File: config.mk
export PLATFORM = sky130hd
export DESIGN_NAME = ifu_decd_flat
export DESIGN_NICKNAME = d
export VERILOG_FILES = /design/src/rtl/ifu_decd_if.sv /design/src/rtl/ifu_decd.sv /design/src/flat_wrapper.sv
export SDC_FILE = /design/constraint.sdc
export NUM_CORES = 1
export LEC_CHECK = 0
export CORE_MARGIN = 2
export CORE_UTILIZATION = 35
export CTS_BUF_LIST = sky130_fd_sc_hd__clkbuf_4 sky130_fd_sc_hd__clkbuf_8 sky130_fd_sc_hd__clkbuf_16
export CTS_CLUSTER_DIAMETER = 100
export DETAILED_ROUTE_END_ITERATION = 10
export GPL_TIMING_DRIVEN = 0
export HOLD_SLACK_MARGIN = 0.15
export PLACE_DENSITY_LB_ADDON = 0.05
export SLEW_MARGIN = 20
export SYNTH_ARGS = -nofsm -noshare
export SYNTH_HDL_FRONTEND = slang
export SYNTH_SLANG_ARGS = --single-unit
File: constraint.sdc
create_clock -name clk -period 8.76 [get_ports clk]
set_input_delay 0.876 -clock clk [delete_from_list [all_inputs] [get_ports clk]]
set_output_delay 0.876 -clock clk [all_outputs]
set_load 0.005 [all_outputs]
File: src/rtl/ifu_decd_if.sv
// Instruction-memory port of the fetch/decode stage.
// The IFU raises imem_req with imem_addr and holds both unchanged until the memory
// answers with imem_ack high for one cycle, imem_rdata valid in that same cycle.
interface ifu_decd_if;
    logic        imem_req;
    logic [31:0] imem_addr;
    logic        imem_ack;
    logic [31:0] imem_rdata;

    modport master (output imem_req, output imem_addr, input imem_ack, input imem_rdata);
    modport slave  (input imem_req, input imem_addr, output imem_ack, output imem_rdata);
endinterface

File: src/rtl/ifu_decd.sv
// Fetch/decode stage: PC, IR, opcode decode and next-PC for the multicycle control.
// Optional fetch timeout is built when IFU_TIMEOUT_EN is defined.
module ifu_decd #(
    parameter logic [31:0] PC_RESET = 32'h0000_3000,
    parameter int          TMO_CYC  = 16
) (
    input  logic        clk,
    input  logic        clr,
    input  logic        fetch,
    input  logic        pc_upd,
    input  logic [1:0]  nPCOp,
    input  logic        zero,
    ifu_decd_if.master  imem,
    output logic        ir_valid,
    output logic        busy,
    output logic [6:0]  decdOp,
    output logic        illegal,
    output logic [4:0]  rs,
    output logic [4:0]  rt,
    output logic [4:0]  rd,
    output logic [15:0] imm16,
    output logic [25:0] imm26,
    output logic [31:0] pc,
    output logic        fetch_err,
    output logic [1:0]  state_dbg
);

    typedef enum logic [1:0] {S_IDLE = 2'd0, S_REQ = 2'd1, S_WAIT = 2'd2} state_t;

    state_t      state, state_nxt;
    logic [31:0] ir;
    logic [31:0] pc_q;
    logic [31:0] pc4, npc;
    logic        ir_load;
    logic        req;
    logic        ir_valid_q;

    always_ff @(posedge clk or negedge clr) begin
        if (!clr) begin
            state      <= S_IDLE;
            ir         <= 32'h0;
            pc_q       <= PC_RESET;
            ir_valid_q <= 1'b0;
        end else begin
            state      <= state_nxt;
            ir_valid_q <= ir_load;
            if (ir_load)
                ir <= imem.imem_rdata;
            // PC only moves between fetches so imem_addr stays stable mid-handshake
            if (pc_upd && state == S_IDLE)
                pc_q <= npc;
        end
    end

`ifdef IFU_TIMEOUT_EN
    logic [4:0] wcnt;
    logic       tmo;
    logic       err_q;

    always_ff @(posedge clk or negedge clr) begin
        if (!clr) begin
            wcnt  <= 5'd0;
            err_q <= 1'b0;
        end else begin
            if (state == S_REQ)
                wcnt <= 5'd0;
            else if (state == S_WAIT)
                wcnt <= wcnt + 5'd1;
            if (tmo)
                err_q <= 1'b1;
        end
    end

    // Timeout fires on the TMO_CYC-th WAIT cycle without an ack
    assign tmo       = (state == S_WAIT) && !imem.imem_ack && (wcnt == 5'(TMO_CYC - 1));
    assign fetch_err = err_q;
`else
    assign fetch_err = 1'b0;
`endif

    always_comb begin
        state_nxt = state;
        req       = 1'b0;
        ir_load   = 1'b0;
        case (state)
            S_IDLE: begin
                if (fetch)
                    state_nxt = S_REQ;
            end
            S_REQ: begin
                req = 1'b1;
                if (imem.imem_ack) begin
                    ir_load   = 1'b1;
                    state_nxt = S_IDLE;
                end else begin
                    state_nxt = S_WAIT;
                end
            end
            S_WAIT: begin
                req = 1'b1;
                if (imem.imem_ack) begin
                    ir_load   = 1'b1;
                    state_nxt = S_IDLE;
                end
`ifdef IFU_TIMEOUT_EN
                else if (tmo) begin
                    state_nxt = S_IDLE;
                end
`endif
            end
            default: state_nxt = S_IDLE;
        endcase
    end

    always_comb begin
        pc4 = pc_q + 32'd4;
        case (nPCOp)
            2'b01:   npc = zero ? pc4 + {{14{ir[15]}}, ir[15:0], 2'b00} : pc4;
            2'b10:   npc = {pc_q[31:28], ir[25:0], 2'b00};
            default: npc = pc4;
        endcase
    end

    // The all-zero word is the canonical nop and is never flagged illegal
    always_comb begin
        decdOp  = 7'b0000000;
        illegal = 1'b0;
        case (ir[31:26])
            6'h00: begin
                if (ir[5:0] == 6'h21)
                    decdOp = 7'b1000011;
                else if (ir[5:0] == 6'h23)
                    decdOp = 7'b1000111;
                else
                    illegal = (ir != 32'h0);
            end
            6'h0D:   decdOp = 7'b0011010;
            6'h23:   decdOp = 7'b1000110;
            6'h2B:   decdOp = 7'b1010110;
            6'h04:   decdOp = 7'b0001000;
            6'h02:   decdOp = 7'b0000100;
            default: illegal = 1'b1;
        endcase
    end

    assign imem.imem_req  = req;
    assign imem.imem_addr = pc_q;
    assign ir_valid       = ir_valid_q;
    assign busy           = (state != S_IDLE);
    assign rs             = ir[25:21];
    assign rt             = ir[20:16];
    assign rd             = ir[15:11];
    assign imm16          = ir[15:0];
    assign imm26          = ir[25:0];
    assign pc             = pc_q;
    assign state_dbg      = state;

endmodule

File: src/flat_wrapper.sv
// flat-port wrapper written by rule: the top's interface ports become plain ports
module ifu_decd_flat 
#(
    parameter logic [31:0] PC_RESET = 32'h0000_3000,
    parameter int          TMO_CYC  = 16
)
  (clk, clr, fetch, pc_upd, nPCOp, zero, ir_valid, busy, decdOp, illegal, rs, rt, rd, imm16, imm26, pc, fetch_err, state_dbg, imem_imem_req, imem_imem_addr, imem_imem_ack, imem_imem_rdata);
  ifu_decd_if imem_i ();
  input  logic clk;
  input  logic clr;
  input  logic fetch;
  input  logic pc_upd;
  input  logic [1:0] nPCOp;
  input  logic zero;
  output logic ir_valid;
  output logic busy;
  output logic [6:0] decdOp;
  output logic illegal;
  output logic [4:0] rs;
  output logic [4:0] rt;
  output logic [4:0] rd;
  output logic [15:0] imm16;
  output logic [25:0] imm26;
  output logic [31:0] pc;
  output logic fetch_err;
  output logic [1:0] state_dbg;
  output wire logic [$bits(imem_i.imem_req)-1:0] imem_imem_req;
  output wire logic [$bits(imem_i.imem_addr)-1:0] imem_imem_addr;
  input wire logic [$bits(imem_i.imem_ack)-1:0] imem_imem_ack;
  input wire logic [$bits(imem_i.imem_rdata)-1:0] imem_imem_rdata;
  assign imem_imem_req = imem_i.imem_req;
  assign imem_imem_addr = imem_i.imem_addr;
  assign imem_i.imem_ack = imem_imem_ack;
  assign imem_i.imem_rdata = imem_imem_rdata;
  ifu_decd #(.PC_RESET(PC_RESET), .TMO_CYC(TMO_CYC)) u_core (.clk(clk), .clr(clr), .fetch(fetch), .pc_upd(pc_upd), .nPCOp(nPCOp), .zero(zero), .imem(imem_i), .ir_valid(ir_valid), .busy(busy), .decdOp(decdOp), .illegal(illegal), .rs(rs), .rt(rt), .rd(rd), .imm16(imm16), .imm26(imm26), .pc(pc), .fetch_err(fetch_err), .state_dbg(state_dbg));
endmodule
# --- Word level (Yosys, flattened, before mapping) ---
# Cells that the tools add are included.
totals:
  word_cells: 45
  reg_bits: 67
  inputBits: 40
classes:
  add_sub_neg: 2
  n_reduce_logical: 9
  n_mux: 15
  bitwise_logic: 1
  eq_ne: 13
op_table:
  columns: ["operator", "n"]
  rows:
  - ["one-hot mux 32 bit (2 select lines)", 1]
  - ["one-hot mux 7 bit (6 select lines)", 1]
  - ["adder 32 x 3 -> 32 bit (second input constant)", 1]
  - ["adder 32 bit", 1]
  - ["two-way mux 32 bit", 1]
  - ["nonzero test 32 bit", 1]
  - ["equality test 6 bit (second input constant)", 4]
  - ["two-way mux 7 bit", 2]
  - ["equality test 6 x 2 -> 1 bit (second input constant)", 1]
  - ["equality test 6 x 3 -> 1 bit (second input constant)", 1]
  - ["equality test 6 x 4 -> 1 bit (second input constant)", 1]
  - ["logical NOT 6 bit", 1]
  - ["two-way mux 2 bit", 3]
  - ["one-hot mux 2 bit (3 select lines)", 1]
  - ["two-way mux 1 bit", 5]
  - ["OR reduction 5 bit", 1]
  - ["equality test 2 x 1 -> 1 bit (second input constant)", 2]
  - ["equality test 2 bit (second input constant)", 2]
  - ["!= test 2 bit (second input constant)", 2]
  - ["AND reduction 2 bit", 2]
  - ["logical NOT 2 bit", 1]
  - ["one-hot mux 1 bit (2 select lines)", 1]
  - ["nonzero test 2 bit", 1]
  - ["OR reduction 2 bit", 1]
  - ["other kinds (2)", 2]

# --- Logic depth before layout (Yosys ltp) ---
# Gate-level depths: netlist of the first run.
logic_depth:
  depth_word: 4
  mapped_depth: 18
  ltp_nobuf: 18

# --- Worst setup path before layout of the first run ---
# Ideal clock, no wire load.
synth_timing:
  path_type: "register to register"
  startpoint: "reg u_core.pc_q[2] (netlist: u_core.imem.imem_addr[2])"
  endpoint: "reg u_core.pc_q[31] (netlist: u_core.imem.imem_addr[31])"
  stages_incl_launch_ff: 19
  synth_period_minus_slack_ns: 3.955
  t_arrival_ns: 3.836
  required_time_ns: 8.641
  slack_ns: 4.805
  setup_time_ns: 0.119
  path_buffers: 0
  path_cell_list: "dfrtp_1 -> ha_1 -> inv_1 -> or3_1 -> nor2_2 -> nand2_1 -> nor2_1 -> xnor2_1 -> inv_1 -> ha_1 -> nand2_1 -> o21ai_2 -> nor2_1 -> or4_1 -> nor3_1 -> o41a_1 -> mux2i_1 -> a21oi_1 -> o21ba_1"
synth_between:
  elab_chain_cells: 4
synth_rtl:
  columns: ["item", "line", "source"]
  rows:
  - ["start, declared", "ifu_decd.sv:32", "logic [31:0] pc_q;"]
  - ["start signal, assigned", "ifu_decd.sv:51", "pc_q <= npc;"]
  - ["adder 32 x 3 -> 32 bit *", "ifu_decd.sv:116", "pc4 = pc_q + 32'd4;"]
  - ["adder 32 bit", "ifu_decd.sv:118", "2'b01: npc = zero ? pc4 + {{14{ir[15]}}, ir[15:0], 2'b00} : pc4;"]
  - ["two-way mux 32 bit", "ifu_decd.sv:118", null]
  - ["one-hot mux 32 bit (2 select lines) *", "ifu_decd.sv:117", "case (nPCOp)"]
# Mark *: on every way between the ends. The rest lies on a longest branch, timed or not.
# A chain may end at the register's enable or synchronous reset.

# --- Final worst setup path of the first run ---
# Same ends and word-level chain as after synthesis.

==> out/results.ini, run 1 <==
[run_status]
status=completed

[floorplanning]
num_rows=48
dieArea_sq_um=18800
die_y_um=137
core_area_sq_um=17300
die_w_um=137
io_pins=175
initial_core_util=0.358

[grt]
grt_pass1_vias=6046
overflow=0
track_usage=0.239
antenna_found_initial=0
grt_pass1_wl_um=34100
grt_max_degree=46

[critical_path]
worstPathCellList=ha_1 -> inv_1 -> or3_1 -> nor2_2 -> nand2_1 -> nor2_1 -> xnor2_1 -> inv_1 -> ha_1 -> nand2_1 -> o21ai_2 -> nor2_1 -> or4_1 -> nor3_1 -> o41a_1 -> mux2i_1 -> a21oi_1 -> o21ba_1
crit_path_max_fanout=8
critPathKind=flop to flop
worst_setup_path_start_kind=flop
max_stage_delay_ns=0.52
slowest_stage=or4_1
end_kind=flop
required_ns=9.05
cp_data_arrival_time_ns=5.11

[timing]
final_max_slew_viol_count=0
worst_pin_slew_ns=1.06
setup_viol=0
rsz0062_at_grt=no
fin_setup_tns_ns=0
fin_worst_skew_ns=0.00803
hold_violations=0
relSlewSlack=0.292
fin_crit_sh=0.550
layout_min_cycle_time_ns=4.82
fmax_mhz=207

[clocking]
postCtsSetupRepairBufs=0
cts_buffers=9
cts_tree=done
cts-resized-gates=0
clock_latency_ns=0.35
cts_buffer_depth=2
cts_sinks=65
htreeDepth=3
cts_hold_buf=0
cts.clk_slew.worst_paths_ns=0.06
root_buffer=clkbuf_16

[final_layout]
layout.nets=990
area_delta_synth_final_pct=37.9
insertedDiodeCount=0
drive_gt1_frac=0.177
final_cells=1140

[power_and_ir_drop]
power_leakage_nw=3.67
powerDensity_nw_per_um2=434
vdd_ir_drop_max_mv=0.215

[synth]
yosys.area.top_type=dfrtp_1
yosysUniqueCellTypes=76
ys_seq_area_frac=0.263
yosysMostFrequentCell=buf_4
netlist.area_leader.share=0.255
syn-mean-instance-area_sq_um=8.52
yosys-top-cells-count=buf_4, nand2_1, dfrtp_1, nor2_1, a21oi_1
synth_ff_type=dfrtp_1
syn_inst=726
syn-cell-area_sq_um=6190
synth-seq-cells=65
synth_area_leaders=dfrtp_1, buf_4, ha_1
async_flop_share=1.00
ys_warn_count=0
synth_edf_count=0

[detailed_routing]
vias=6099
first_iter_violations=437
drc=0
wl_um=21900
routedWlPerCell_um=19.2
viasPerCell=5.35
ant_nets=0
first_pass_iters=6

[placed_design]
place_congestion=0.913
hpwl_um=16700
port_buffers=167
placed_cells=1124

[worst_hold_path]
hold_class=input port to async pin

[run]
drv_cap=0

[cell families (layout without fill, tap and decap cells)]
logic type	count (synthesis)	after routing	synth area share
flip-flops	65	65	0.263
AO/OA/AOI/OAI	182	182	0.202
multiplexers	38	38	0.0683
AND/OR/NAND/NOR	206	206	0.172
other	1	6	0.000606
buffers and inverters	149	333	0.148
XOR/XNOR	45	45	0.0637
adder cells (fa/ha/maj)	40	40	0.0821
[critical path: cells and delay by family, from the launching register on]
family	cells	cell delay (ns)
buf+inv	2	0.19
simple gates	8	2.16
compound gates	4	0.82
xor+xnor	1	0.15
fa+ha+maj	2	0.63
flops	1	0.49
mux	1	0.28
[layer usage]
metal	part of all wire	routed length, um	track usage	vias up
met2	0.45	9810	0.377	275
met5	0	0	0	-
met4	0.022	480	0.0687	0
met1	0.45	9770	0.326	2894
li1	-	-	-	2890
met3	0.082	1800	0.0556	40
[sequential cells by signal, summed over array words and instances (netlist names)]
name	count
u_core.state_dbg	2
u_core.imem.imem_addr	30
u_core.ir_valid	1
u_core.ir	32
[cells in the final DEF (no fill, tap or decap), types with 4 or more instances in the layout]
cell type        Yosys  final
mux2_2              30     30
a211oi_1             7      7
o31ai_1              4      4
mux2i_1              7      7
nor2_1              47     47
a22oi_1              5      5
nor2b_1              7      7
clkbuf_16            0      9
clkbuf_1            23     23
a222oi_1             6      6
a221oi_1            14     14
nand2b_1             4      4
a21oi_1             45     45
o21bai_1             7      7
nand4_1             10     10
dfrtp_1             63     63
o21ai_0             30     30
xnor2_1             31     31
o21a_1               6      6
xor2_1              14     14
nor3_1              16     16
clkdlybuf4s50_1      0    166
buf_4               93     94
ha_1                39     39
nand2_1             64     64
o22a_1               4      4
a31oi_1              4      4
conb_1               1      6
o21ai_1              4      4
a21boi_0             4      4
nand3_1             21     21
inv_1               30     30
nor4_1               8      8
a21o_1              15     15
[power by group]
group	switching [mW]	total [mW]	internal [mW]	leakage, nW
clock network	0.161	0.443	0.282	0.168
logic	1.11	2.49	1.38	2.72
registers	0.315	0.767	0.452	0.781
[area by class of cell]
cell class,instances,area (sq um)
fill,1664,8760
clock buffer,9,225
sequential,65,1630
buffer,119,805
multi-input combinational,517,3660
timing repair buffer,168,1700
tap,225,282
clock inverter,7,126
inverter,30,113
[per-stage QoR]
step | setup WS [ns] | instance area [sq um] | power [mW] | util | hold WS (ns)
floorplan | 4.81 | 6210 | 2.22 | - | 0.514
global placement | 4.03 | 8160 | 3.22 | 0.472 | 0.540
detailed placement | 4.00 | 8190 | 3.25 | 0.473 | 0.549
CTS | 3.98 | 8540 | 3.71 | 0.494 | 0.430
global route | 3.55 | 8540 | 4.01 | 0.494 | 0.441
finish | 3.94 | 8540 | 3.70 | 0.494 | 0.422
[worst paths after layout]
kind / slack [ns] / startpoint / endpoint / depth (start not counted)
worst max-delay path: 3.94 / u_core.imem.imem_addr[2] / u_core.imem.imem_addr[31] / 18
worst min-delay path: 0.42 / clr / u_core.imem.imem_addr[24] / 1
worst max register to register: 3.94 / u_core.imem.imem_addr[2] / u_core.imem.imem_addr[31] / 18
worst min register to register: 0.57 / u_core.imem.imem_addr[12] / u_core.imem.imem_addr[12] / 2
max in group asynchronous: 7.73 / clr / u_core.imem.imem_addr[12] / 2
min in group clk: 0.57 / u_core.imem.imem_addr[12] / u_core.imem.imem_addr[12] / 2
(Power assumes the default switching activity.)
==> inputs of run 2 (changes only) <==
- clock period: 8.76 -> 4.2 ns (I/O delays scaled with it)
==> run 2 against run 1 <==
Fmax grew 20%. Clock skew grew 0.00064 ns. Power grew 110%. Core utilization grew 0.95 points. Critical path depth shrank 4. Global-route usage grew 0.15 points. Via count shrank 0.13%. Non-clock buffer count grew 9. Combinational power grew 110%. Clock power grew 110%. Critical path type unchanged. Critical endpoint unchanged. Highest routed layer unchanged.
==> out/results.ini, run 2 (synthesis results as in run 1) <==
[power_and_ir_drop]
pwr-share-clk=0.118  ; -0.002
power_frac_comb=0.678  ; +0.005
vdd_ir_drop_max_mv=0.449  ; +110%
power_leakage_nw=3.74  ; +1.8%
powerDensity_nw_per_um2=900  ; +110%
p_int_mw=4.49  ; +110%
p_seq_frac=0.205  ; -0.002
switching_power_mw=3.35  ; +110%
switching_share=0.427  ; -0.00115

[timing]
layout_min_cycle_time_ns=4.02  ; -0.803 ns
relSlewSlack=0.481  ; +0.188
fin_worst_skew_ns=0.00867  ; +0.000636 ns
hold_violations=0  ; unchanged
layout_setup_ws_ns=0.181  ; -3.76 ns
rsz0062_at_grt=no
setup_viol=0  ; unchanged
final_max_slew_viol_count=0  ; unchanged
fin_crit_sh=0.957  ; +0.406
hold_slack_ns=0.516  ; +0.0940 ns
fmax_mhz=249  ; +20%
worst_pin_slew_ns=0.779  ; -0.282 ns

[placed_design]
port_buffers=167  ; unchanged
hpwl_um=16700  ; unchanged
place_congestion=0.913  ; unchanged
preCtsSetupSlack_ns=-0.565  ; -4.56 ns

[final_layout]
seq_area_sq_um=1640  ; +0.38%
layout.nets=999  ; +0.91%
final_core_util=0.503  ; +0.00955
multiInputGateArea_sq_um=3740  ; +2.2%
layout.cells.most_common=clkdlybuf4s50_1
insertedDiodeCount=0  ; unchanged
largest_reg_flops=32  ; unchanged
largest_register=u_core.ir
drive_gt1_frac=0.205  ; +0.0275
fillCellCount=1644  ; -1.2%
area_delta_synth_final_pct=40.6
final_cell_mix=clkdlybuf4s50_1, buf_4, nand2_1, dfrtp_1, nor2_1

[clocking]
cts_sinks=65  ; unchanged
cts_tree=done
cts_buffer_depth=2  ; unchanged
root_buffer=clkbuf_16
cts_buffers=9  ; unchanged
htreeDepth=3  ; unchanged
clock_latency_ns=0.35  ; about the same
cts.clk_slew.worst_paths_ns=0.07  ; about the same

[critical_path]
crit_buf_inv=2  ; unchanged
crit_path_max_fanout=6  ; -2
cp_common_cell=buf_4
max_stage_delay_ns=0.63  ; +0.11 ns
end_kind=flop
slowest_stage=dfstp_2
crit_family=simple AND/OR/NAND/NOR gates
worst_setup_path_start_kind=flop
required_ns=4.49  ; -4.56 ns
critPathKind=flop to flop
cp_data_arrival_time_ns=4.31  ; -0.80 ns
worstPathCellList=nand4_2 -> nor4_4 -> buf_4 -> buf_4 -> nand4_1 -> xnor2_2 -> ha_1 -> nand2_1 -> or4_4 -> nor3_4 -> o41a_1 -> mux2i_2 -> a21oi_1 -> o21ba_1

[detailed_routing]
drc=0  ; unchanged
wl_um=22000  ; +0.52%
first_iter_violations=445  ; +1.8%
viasPerCell=5.30  ; -0.91%
ant_nets=0  ; unchanged
first_pass_iters=5  ; -1
routedWlPerCell_um=19.1  ; -0.27%
vias=6091  ; -0.13%

[grt]
overflow=0  ; unchanged
antenna_found_initial=0  ; unchanged
grt_max_degree=46  ; unchanged
grt_pass1_vias=6107  ; +1.0%
grt_pass1_wl_um=34300  ; +0.51%
track_usage=0.241  ; +0.00154

[floorplanning]
core_area_sq_um=17300  ; unchanged
die_w_um=137  ; unchanged
dieArea_sq_um=18800  ; unchanged
num_rows=48  ; unchanged
die_y_um=137  ; unchanged
io_pins=175  ; unchanged
initial_core_util=0.358  ; unchanged

[run_status]
status=completed

[run]
drv_cap=0  ; unchanged

[worst_hold_path]
hold_class=input port to async pin

==> run 2: area by class of cell <==
class	count	share of cell area
plain buffers	117	0.0919
clock buffers	9	0.0259
clock inverters	7	0.0145
inverters	30	0.0129
multi-input cells	517	0.430
flip-flops and latches	65	0.188
well taps	225	0.0324
repair buffers	179	0.205
==> run 2: worst reg2reg max path: cells and delay by family (launching register included) <==
kind,cells,cell delay (ns)
AO/OA/AOI/OAI,3,0.58
multiplexers,1,0.27
AND/OR/NAND/NOR,6,1.59
flip-flops,1,0.63
adder cells (fa/ha/maj),1,0.34
XOR/XNOR,1,0.22
buffers and inverters,2,0.33
==> run 2: final timing paths <==
kind                                      startpoint                        end  slack (ns)  depth (start not counted)
max                        u_core.imem.imem_addr[13]  u_core.imem.imem_addr[31]        0.18                         14
min                                              clr  u_core.imem.imem_addr[24]        0.52                          2
max reg2reg                u_core.imem.imem_addr[13]  u_core.imem.imem_addr[31]        0.18                         14
min reg2reg                u_core.imem.imem_addr[12]  u_core.imem.imem_addr[12]        0.56                          2
max in group asynchronous                        clr  u_core.imem.imem_addr[12]        3.06                          3
min in group clk           u_core.imem.imem_addr[12]  u_core.imem.imem_addr[12]        0.56                          2
==> run 2: per-stage QoR <==
stage / power, mW / TNS (ns) / cell area [sq um] / std cells
after floorplan: 4.62 / 0 / 6210 / 731
after global routing: 8.48 / 0 / 8700 / 1149
after CTS: 7.81 / 0 / 8640 / 1148
after detailed placement: 6.77 / -1.32 / 8190 / 1124
after global placement: 6.72 / -1.35 / 8160 / 1123
final: 7.83 / 0 / 8700 / 1149
==> run 2: per-layer routing <==
| layer | track usage | up-vias | part of all wire |
|---|---|---|---|
| met5 | 0 | - | 0 |
| met1 | 0.327 | 2872 | 0.45 |
| met2 | 0.379 | 268 | 0.45 |
| met3 | 0.0563 | 35 | 0.080 |
| met4 | 0.0727 | 0 | 0.022 |
| li1 | - | 2916 | - |
==> run 2: power groups by stage <==
stage | logic [mW] | clock network [mW] | registers (mW)
after floorplan | 3.26 | 0 | 1.36
after global routing | 5.85 | 0.966 | 1.67
final | 5.31 | 0.924 | 1.60
after CTS | 5.28 | 0.938 | 1.59
after detailed placement | 5.17 | 0 | 1.61
after global placement | 5.13 | 0 | 1.59
==> run 2: timing repair <==
item | 4_1_cts | 5_1_grt
gates cloned | 0 | 0
endpoints found under the setup margin | 4 | 5
gates resized for setup | 8 | 12
hold buffers | 1 | 0
pin swaps | 4 | 4
hold endpoints to repair | 20 | 0
buffers inserted | 8 | 2
==> inputs of run 3 (changes only) <==
- CORE_ASPECT_RATIO: not set -> 0.8
==> run 3 against run 2 <==
Worst hold slack gained 0.037 ns. Power fell by 1.8%. Via count rose by 0.48%. Cell count barely moved. Flip-flop and latch count stayed put. Clock power down 20%. Largest cell class unchanged. Clock-buffer cell count up 1. Combinational power about the same. Wire length is 1.2% higher. Largest power group unchanged.
==> out/results.ini, run 3 (synthesis results as in run 1) <==
[power_and_ir_drop]
powerDensity_nw_per_um2=889  ; -1.3%
finalPower_mw=7.69  ; -1.8%
power_leakage_nw=3.69  ; -1.2%
vdd_ir_drop_max_mv=0.380  ; -15%

[timing]
fmax_mhz=246  ; -1.1%
layout_min_cycle_time_ns=4.06  ; +0.0450 ns
setup_viol=0  ; unchanged
final_max_slew_viol_count=0  ; unchanged
layout_setup_ws_ns=0.136  ; -0.0450 ns
worst_pin_slew_ns=0.773  ; -0.00580 ns
hold_violations=0  ; unchanged
fin_worst_skew_ns=0.00863  ; -0.0000400 ns
fin_crit_sh=0.968  ; +0.0107
rsz0062_at_grt=no
relSlewSlack=0.484  ; +0.00387

[grt]
antenna_found_initial=0  ; unchanged
track_usage=0.234  ; -0.00643
grt_max_degree=42  ; -8.7%
grt_pass1_vias=5819  ; -4.7%
overflow=0  ; unchanged
grt_pass1_wl_um=33700  ; -1.6%

[critical_path]
max_stage_delay_ns=0.56  ; -0.07 ns
slowest_stage=or4_4
crit_buf_inv=2  ; unchanged
regToRegEndpoint=u_core.imem.imem_addr[31]
r2r_setup_slack_ns=0.14  ; -0.04 ns
required_ns=4.44  ; -0.05 ns
r2r_start=u_core.imem.imem_addr[7]
crit_family=simple AND/OR/NAND/NOR gates
critPathKind=flop to flop
worstPathCellList=buf_6 -> nand4_4 -> or3_4 -> buf_4 -> nor3_4 -> nand4_1 -> xnor2_1 -> ha_2 -> nand2_1 -> or4_4 -> nor3_4 -> o41a_1 -> mux2i_1 -> a21oi_1 -> o21ba_1
end_kind=flop
cp_data_arrival_time_ns=4.30  ; about the same
worst_setup_path_start_kind=flop
cp_common_cell=nor3_4
worstRegToRegCells=15  ; +1
crit_path_max_fanout=8  ; +2

[final_layout]
insertedDiodeCount=0  ; unchanged
area_delta_synth_final_pct=39.8
largest_register=u_core.ir
drive_gt1_frac=0.206  ; +0.00131
largest_reg_flops=32  ; unchanged
layout.cells.most_common=clkdlybuf4s50_1
layout.nets=998  ; -0.10%
final_cell_mix=clkdlybuf4s50_1, buf_4, nand2_1, dfrtp_1

[detailed_routing]
ant_nets=0  ; unchanged
drc=0  ; unchanged
maxUsedRoutingLayer=met4
viasPerCell=5.33  ; +0.56%
wl_met1_um=11000  ; +11%
routedWlPerCell_um=19.4  ; +1.3%
wl_met2_um=9430  ; -4.2%
wl_um=22200  ; +1.2%
dr_wl_met3_um=1610  ; -8.7%
first_pass_iters=5  ; unchanged
vias=6120  ; +0.48%
first_iter_violations=345  ; -22%

[placed_design]
place_congestion=0.897  ; -1.7%
hpwl_um=17100  ; +2.4%
port_buffers=167  ; unchanged
preCtsSetupSlack_ns=-0.680  ; -0.115 ns

[floorplanning]
die_y_um=123  ; -10%
die_w_um=153  ; +11%
io_pins=175  ; unchanged
dieArea_sq_um=18800  ; about the same
core_area_sq_um=17300  ; +0.16%
num_rows=43  ; -10%
initial_core_util=0.357  ; -0.000568

[clocking]
cts_tree=done
cts_buffer_depth=2  ; unchanged
cts.clk_slew.worst_paths_ns=0.06  ; about the same
cts_sinks=65  ; unchanged
htreeDepth=3  ; unchanged
cts_buffers=9  ; unchanged
root_buffer=clkbuf_16
clock_latency_ns=0.35  ; about the same

[worst_hold_path]
hold_class=input port to async pin

[run]
drv_cap=0  ; unchanged

[run_status]
status=completed

[run 3: through the flow]
| step | TNS, ns | util | cell area, sq um | hold WS, ns | instances |
|---|---|---|---|---|---|
| finish | 0 | 0.499 | 8650 | 0.553 | 1148 |
| global route | 0 | 0.499 | 8650 | 0.577 | 1148 |
| CTS | 0 | 0.495 | 8570 | 0.556 | 1145 |
| detailed placement | -1.73 | 0.472 | 8190 | 0.383 | 1124 |
| global placement | -1.92 | 0.471 | 8160 | 0.537 | 1123 |
| floorplan | 0 | - | 6210 | 0.124 | 731 |
[run 3: worst max-delay path by stage]
stage / to / slack, ns / cells past startpoint / from
after CTS: u_core.imem.imem_addr[31] / 0.02 / 18 / u_core.imem.imem_addr[3]
after floorplan: u_core.imem.imem_addr[31] / 0.25 / 18 / u_core.imem.imem_addr[2]
after global placement: u_core.imem.imem_addr[31] / -0.70 / 18 / u_core.imem.imem_addr[2]
after detailed placement: u_core.imem.imem_addr[31] / -0.68 / 18 / u_core.imem.imem_addr[2]
after global routing: u_core.imem.imem_addr[31] / 0.01 / 15 / u_core.imem.imem_addr[7]
final: u_core.imem.imem_addr[31] / 0.14 / 15 / u_core.imem.imem_addr[7]
[run 3: layout make-up]
cell class / count / area, sq um
buffer: 118 / 807
clock buffer: 10 / 233
clock inverter: 6 / 50.0
fill: 1708 / 8670
inverter: 30 / 113
multi-input combinational: 517 / 3770
sequential: 65 / 1640
tap: 225 / 282
timing repair buffer: 177 / 1770
[run 3: what timing repair did]
item | CTS | global route
pin swaps | 3 | 5
endpoints found under the setup margin | 5 | 7
setup buffers | 4 | 4
hold buffers | 1 | 0
gates resized for setup | 13 | 17
hold endpoints to repair | 22 | 0
[run 3: routing by layer]
| layer | global-route usage | vias up |
|---|---|---|
| li1 | - | 2913 |
| met1 | 0.343 | 2964 |
| met2 | 0.355 | 232 |
| met3 | 0.0533 | 11 |
| met4 | 0.0475 | 0 |
| met5 | 0 | - |
[run 3: report_power, final]
group | switching [mW] | total, mW | leakage (nW) | internal (mW)
registers | 0.682 | 1.63 | 0.773 | 0.947
logic | 2.37 | 5.32 | 2.79 | 2.95
clock network | 0.327 | 0.741 | 0.134 | 0.414
[run 3: worst register-to-register path, stage by stage (launching register included)]
cell and delay [ns]:
dfrtp_1 0.38, buf_6 0.15, nand4_4 0.14, or3_4 0.46, buf_4 0.16, nor3_4 0.35
nand4_1 0.16, xnor2_1 0.17, ha_2 0.44, nand2_1 0.07, or4_4 0.56, nor3_4 0.17
o41a_1 0.22, mux2i_1 0.27, a21oi_1 0.10, o21ba_1 0.17
==> RTL change 1, RTL diff (flow settings as in run 2) <==
The option `IFU_TIMEOUT_EN` is turned on by a define.
--- a/src/rtl/ifu_decd.sv
+++ b/src/rtl/ifu_decd.sv
@@ -1,4 +1,6 @@
 // Fetch/decode stage: PC, IR, opcode decode and next-PC for the multicycle control.
 // Optional fetch timeout is built when IFU_TIMEOUT_EN is defined.
+`define IFU_TIMEOUT_EN
+
 module ifu_decd #(
     parameter logic [31:0] PC_RESET = 32'h0000_3000,
Formal check against the unedited RTL: no difference found for any inputs over 4 cycles, from zero or initial values; that may be too few to reach the edited logic, so the function may still have changed.
==> RTL change 1 against run 2 <==
Via count grew 4.3%. Sequential share of layout area grew 1.0 points. Die area grew 6.1%. Synthesized area grew 6.3%. Combinational power grew 3%. Routed wire length shrank 0.45%. First-iteration DRC count grew 1.6%. Final area grew 3.4%. Total power grew 1.3%. Clock power shrank 19%. Worst setup slack gained 30 ps. Sequential cell count grew 6.
==> RTL change 1: results (changes against run 2) <==
Cells and area
  – Fillers: 1845 (+12%)
  – Share of cells above drive strength 1: 20.2% (-0.25 points)
  – Nets: 1051 (+5.2%)

Logic synthesis
  – Distinct cells, synth: 80 (+5.3%)
  – Xor/xnor share of the synthesized area: 6.89% (+0.52 points)
  – Area contributors post-synth: dfrtp_1, buf_4, ha_1
  – Mux cell area share after synthesis: 5.99% (-0.84 points)
  – Post-synth top cells: buf_4, dfrtp_1, nand2_1, a21oi_1, nor2_1
  – Compound-Gate Fraction of Synth Area: 20.0% (-0.19 points)
  – Post-Synth Adder-Cell Area: 7.91% (-0.30 points)
  – Post-synthesis sequential area ratio: 27.0% (+0.73 points)

Placed design
  – Final HPWL DP: 16.6 mm (-0.61%)
  – IO Port Bufs: 168 (+0.60%)
  – Place WS: -108 ps (+457 ps)

Timing
  – Fmax: 251 MHz (+0.76%)
  – Relative slew slack: 33.6% (-14 points)

Global route
  – Largest net degree at the start of global routing: 47 (+2.2%)
  – All-Layer GR Usage: 21.9% (-2.1 points)
  – Vias in the first global route: 6142 (+0.57%)
  – Global-route wire length before repair: 33.9 mm (-0.95%)

Drt
  – Total Wirelength: 21.9 mm (-0.45%)
  – Initial DRC count: 452 (+1.6%)
  – Via density: 5.25 (-0.89%)

Outcome
  – Status: completed

Power
  – VDD IR max: 0.447 mV (-0.44%)

Setup path
  – Worst EP arrival: 4270 ps (-40 ps)
[RTL change 1: metrics by stage]
step / std cells / instance area, um2 / power [mW]
2_1_floorplan: 782 / 6590 / 4.94
3_3_place_gp: 1184 / 8570 / 7.06
3_5_place_dp: 1185 / 8590 / 7.07
4_1_cts: 1204 / 8910 / 7.88
5_1_grt: 1209 / 9000 / 8.59
6_report: 1209 / 9000 / 7.93
[RTL change 1: path summary, 6_finish.rpt]
kind | startpoint | endpoint | slack (ps) | depth (start not counted)
min reg2reg | u_core.fetch_err | u_core.fetch_err | 480 | 1
min in group asynchronous | clr | u_core.ir[28] | 530 | 2
max | u_core.imem.imem_addr[13] | u_core.imem.imem_addr[31] | 210 | 14
max reg2reg | u_core.imem.imem_addr[13] | u_core.imem.imem_addr[31] | 210 | 14
max in group asynchronous | clr | u_core.imem.imem_addr[13] | 3020 | 3
min | u_core.fetch_err | u_core.fetch_err | 480 | 1
[RTL change 1: repair_timing]
| action | CTS | global route |
|---|---|---|
| cloned | 0 | 0 |
| pin swaps | 1 | 4 |
| hold buffers | 1 | 0 |
| endpoints found under the hold margin | 25 | 0 |
| endpoints found under the setup margin | 1 | 2 |
| buffers inserted | 2 | 6 |
| gates resized for setup | 4 | 16 |
[RTL change 1: layout make-up]
type | instances | share of cell area, %
inverter | 33 | 1.38
sequential | 71 | 19.8
multi-input combinational | 556 | 43.7
buffer | 121 | 9.05
clock inverter | 6 | 0.500
clock buffer | 10 | 2.59
tap | 234 | 3.25
timing repair buffer | 178 | 19.7
[RTL change 1: worst reg2reg max path: stages (launching register included)]
cell and delay (ps):
dfstp_2 620, nand4_4 140, or3_4 370, nor3_4 290, and3_4 290, xor2_2 180, ha_2 340, a21oi_2 180
o21ai_1 120, nor4_2 190, a21oi_2 140, mux2_4 350, o22ai_2 150, or3b_1 380, nor3_2 180
[RTL change 1: logic make-up (layout without fill, tap and decap cells)]
kind of cell             after synthesis  count (layout)
AO/OA/AOI/OAI                        197             197
XOR/XNOR                              50              50
adder cells (fa/ha/maj)               41              41
buffers and inverters                155             348
flip-flops                            71              71
multiplexers                          35              35
other                                  1               5
AND/OR/NAND/NOR                      228             228
[RTL change 1: routing by layer]
metal  up-vias  wire (um)  GRT usage, %
li1       3089          -             -
met1      3020       9760          29.5
met2       219      10300          35.0
met3        24       1430          4.99
met4         0        373          7.26
met5         -          0             0
[RTL change 1: power by group]
group | switching (mW) | total, mW | internal, mW
Sequential | 0.676 | 1.70 | 1.02
Combinational | 2.47 | 5.49 | 3.02
Clock | 0.337 | 0.747 | 0.410
==> RTL change 2, RTL diff (config.mk and constraints of run 2) <==
Without the edit above. Register the output `state_dbg` once more, cleared by the reset; this adds one clock of latency there. The other outputs are not delayed to match.
--- a/src/rtl/ifu_decd.sv
+++ b/src/rtl/ifu_decd.sv
@@ -154,5 +154,11 @@
     assign imm26          = ir[25:0];
     assign pc             = pc_q;
-    assign state_dbg      = state;
+    always_ff @(posedge clk or negedge clr) begin
+        if (!clr) begin
+            state_dbg <= '0;
+        end else begin
+            state_dbg <= state;
+        end
+    end
 
 endmodule
Formal check against the unedited RTL: not equivalent (a bounded check fails within 4 cycles, from zero or initial values).
==> RTL change 2 against run 2 <==
Combinational power increased by 5.3%. Synthesized area is 2.2% higher. Final area is 1.2% higher. Routed wire length is 0.93% lower. Sequential cell count is 2 higher. Total power up 2.0%. Sequential share of layout area grew 0.33 points. Critical path depth up 2. Clock power shrank 14%. Worst setup slack worse by 15 ps. Critical endpoint unchanged. Largest cell class unchanged. Highest routed layer unchanged.
==> RTL change 2: results (changes against run 2) <==
Outcome
  – Status: completed

CTS
  – CTS Root Cell: clkbuf_16
  – Reg clk slew, reported paths: 60 ps
  – Clock Path Buffers: 2 (unchanged)
  – Worst skew pair latency: 340 ps
  – H-tree depth: 3 (unchanged)

Timing
  – Min Clock Period, post-route: 4030 ps (+14.9 ps)
  – Worst Skew: 7.66 ps (-1.01 ps)
  – Relative slew slack: 41.5% (-6.5 points)

Drt
  – Met2 wire len: 10.9 mm (+11%)
  – Post-Route M1 WL: 9.52 mm (-3.6%)
  – Total Wirelength: 21.8 mm (-0.93%)
  – DR top layer: met4
  – WL met3: 984 um (-44%)
  – Initial DRC count: 515 (+16%)
  – Via density: 5.29 (-0.15%)

Setup path
  – CP max stage cell: dfrtp_2
  – Worst EP arrival: 4290 ps (-20 ps)
  – Crit Path Max Fanout: 6 (unchanged)
  – Crit-path max cell delay: 410 ps (-220 ps)

Cells and area
  – Fillers: 1690 (+2.8%)
  – Max reg flops: 32 (unchanged)
  – Share of cells above drive strength 1: 20.4% (-0.055 points)
  – Nets: 1026 (+2.7%)
  – Biggest register: u_core.ir

Placed design
  – Post-DP Area: 8340 um2 (+1.9%)
  – IO Port Bufs: 168 (+0.60%)
  – RePlAce Congestion: 0.860 (-5.8%)
  – Final HPWL DP: 16.6 mm (-0.41%)

Logic synthesis
  – Synthesized area per cell: 8.44 um2 (-1.0%)
  – Post-synth ARST share: 100% (unchanged)
  – Distinct cells, synth: 76 (unchanged)
  – Post-synthesis sequential area ratio: 26.5% (+0.21 points)
  – Post-synth top cells: buf_4, nand2_1, dfrtp_1, nor2_1, o21ai_0
  – Synth warn: 0 (unchanged)
  – Area contributors post-synth: dfrtp_1, buf_4, ha_1

Global route
  – Initial antenna violation count: 0 (unchanged)
  – Vias in the first global route: 5908 (-3.3%)
  – Largest net degree at the start of global routing: 52 (+13%)
  – All-Layer GR Usage: 22.3% (-1.8 points)
  – Global-route wire length before repair: 33.7 mm (-1.8%)

Power
  – LEAKAGE: 3.83 nW (+2.6%)
  – VDD IR max: 0.362 mV (-19%)

Min path
  – HP Class: flop to flop
-- RTL change 2: what timing repair did --
action / CTS / global route
pin swaps: 1 / 6
hold endpoints to repair: 16 / 0
setup endpoints to repair: 6 / 12
gates resized for setup: 9 / 10
buffers inserted: 1 / 10
hold buffers: 1 / 0
-- RTL change 2: area by class of cell --
cell class / count / share of cell area, %
inverter: 22 / 0.938
clock buffer: 12 / 2.88
multi-input combinational: 543 / 43.2
timing repair buffer: 181 / 20.4
buffer: 122 / 9.56
clock inverter: 4 / 0.568
tap: 229 / 3.25
sequential: 67 / 19.1
-- RTL change 2: kinds of logic (layout without fill, tap and decap cells) --
kind of cell / after synthesis / in the layout / share of synthesized area [%]
compound gates: 193 / 193 / 20.4
xor+xnor: 50 / 50 / 7.04
fa+ha+maj: 40 / 40 / 8.03
buf+inv: 145 / 341 / 14.7
flops: 67 / 67 / 26.5
mux: 34 / 34 / 5.97
other cells: 1 / 6 / 0.0593
simple gates: 220 / 220 / 17.3
-- RTL change 2: metrics by stage --
stage / setup slack [ps] / cells / TNS (ps) / util [%] / hold slack (ps)
3_3_place_gp: -623 / 1152 / -1800 / 46.6 / 410
3_5_place_dp: -593 / 1153 / -1810 / 46.7 / 325
2_1_floorplan: 421 / 755 / 0 / - / 124
6_report: 166 / 1180 / 0 / 49.4 / 428
5_1_grt: 4.92 / 1180 / 0 / 49.4 / 452
4_1_cts: 9.06 / 1171 / 0 / 48.8 / 432
-- RTL change 2: where the power goes --
| part | switching, mW | internal [mW] |
|---|---|---|
| Clock | 0.309 | 0.489 |
| Sequential | 0.625 | 0.974 |
| Combinational | 2.47 | 3.12 |
-- RTL change 2: path summary, 6_finish.rpt --
kind                       slack [ps]                      from  depth (start not counted)                   endpoint
setup / recovery                  170  u_core.imem.imem_addr[2]                         16  u_core.imem.imem_addr[31]
hold / removal                    430           u_core.state[1]                          0        u_core.state_dbg[1]
setup reg to reg                  170  u_core.imem.imem_addr[2]                         16  u_core.imem.imem_addr[31]
hold reg to reg                   430           u_core.state[1]                          0        u_core.state_dbg[1]
max in group asynchronous        3070                       clr                          3  u_core.imem.imem_addr[12]
min in group asynchronous         500                       clr                          2  u_core.imem.imem_addr[24]
-- RTL change 2: per-layer routing --
metal / global-route usage, % / vias up
li1: - / 3002
met1: 29.5 / 3022
met2: 37.8 / 200
met3: 2.74 / 22
met4: 7.47 / 0
met5: 0 / -
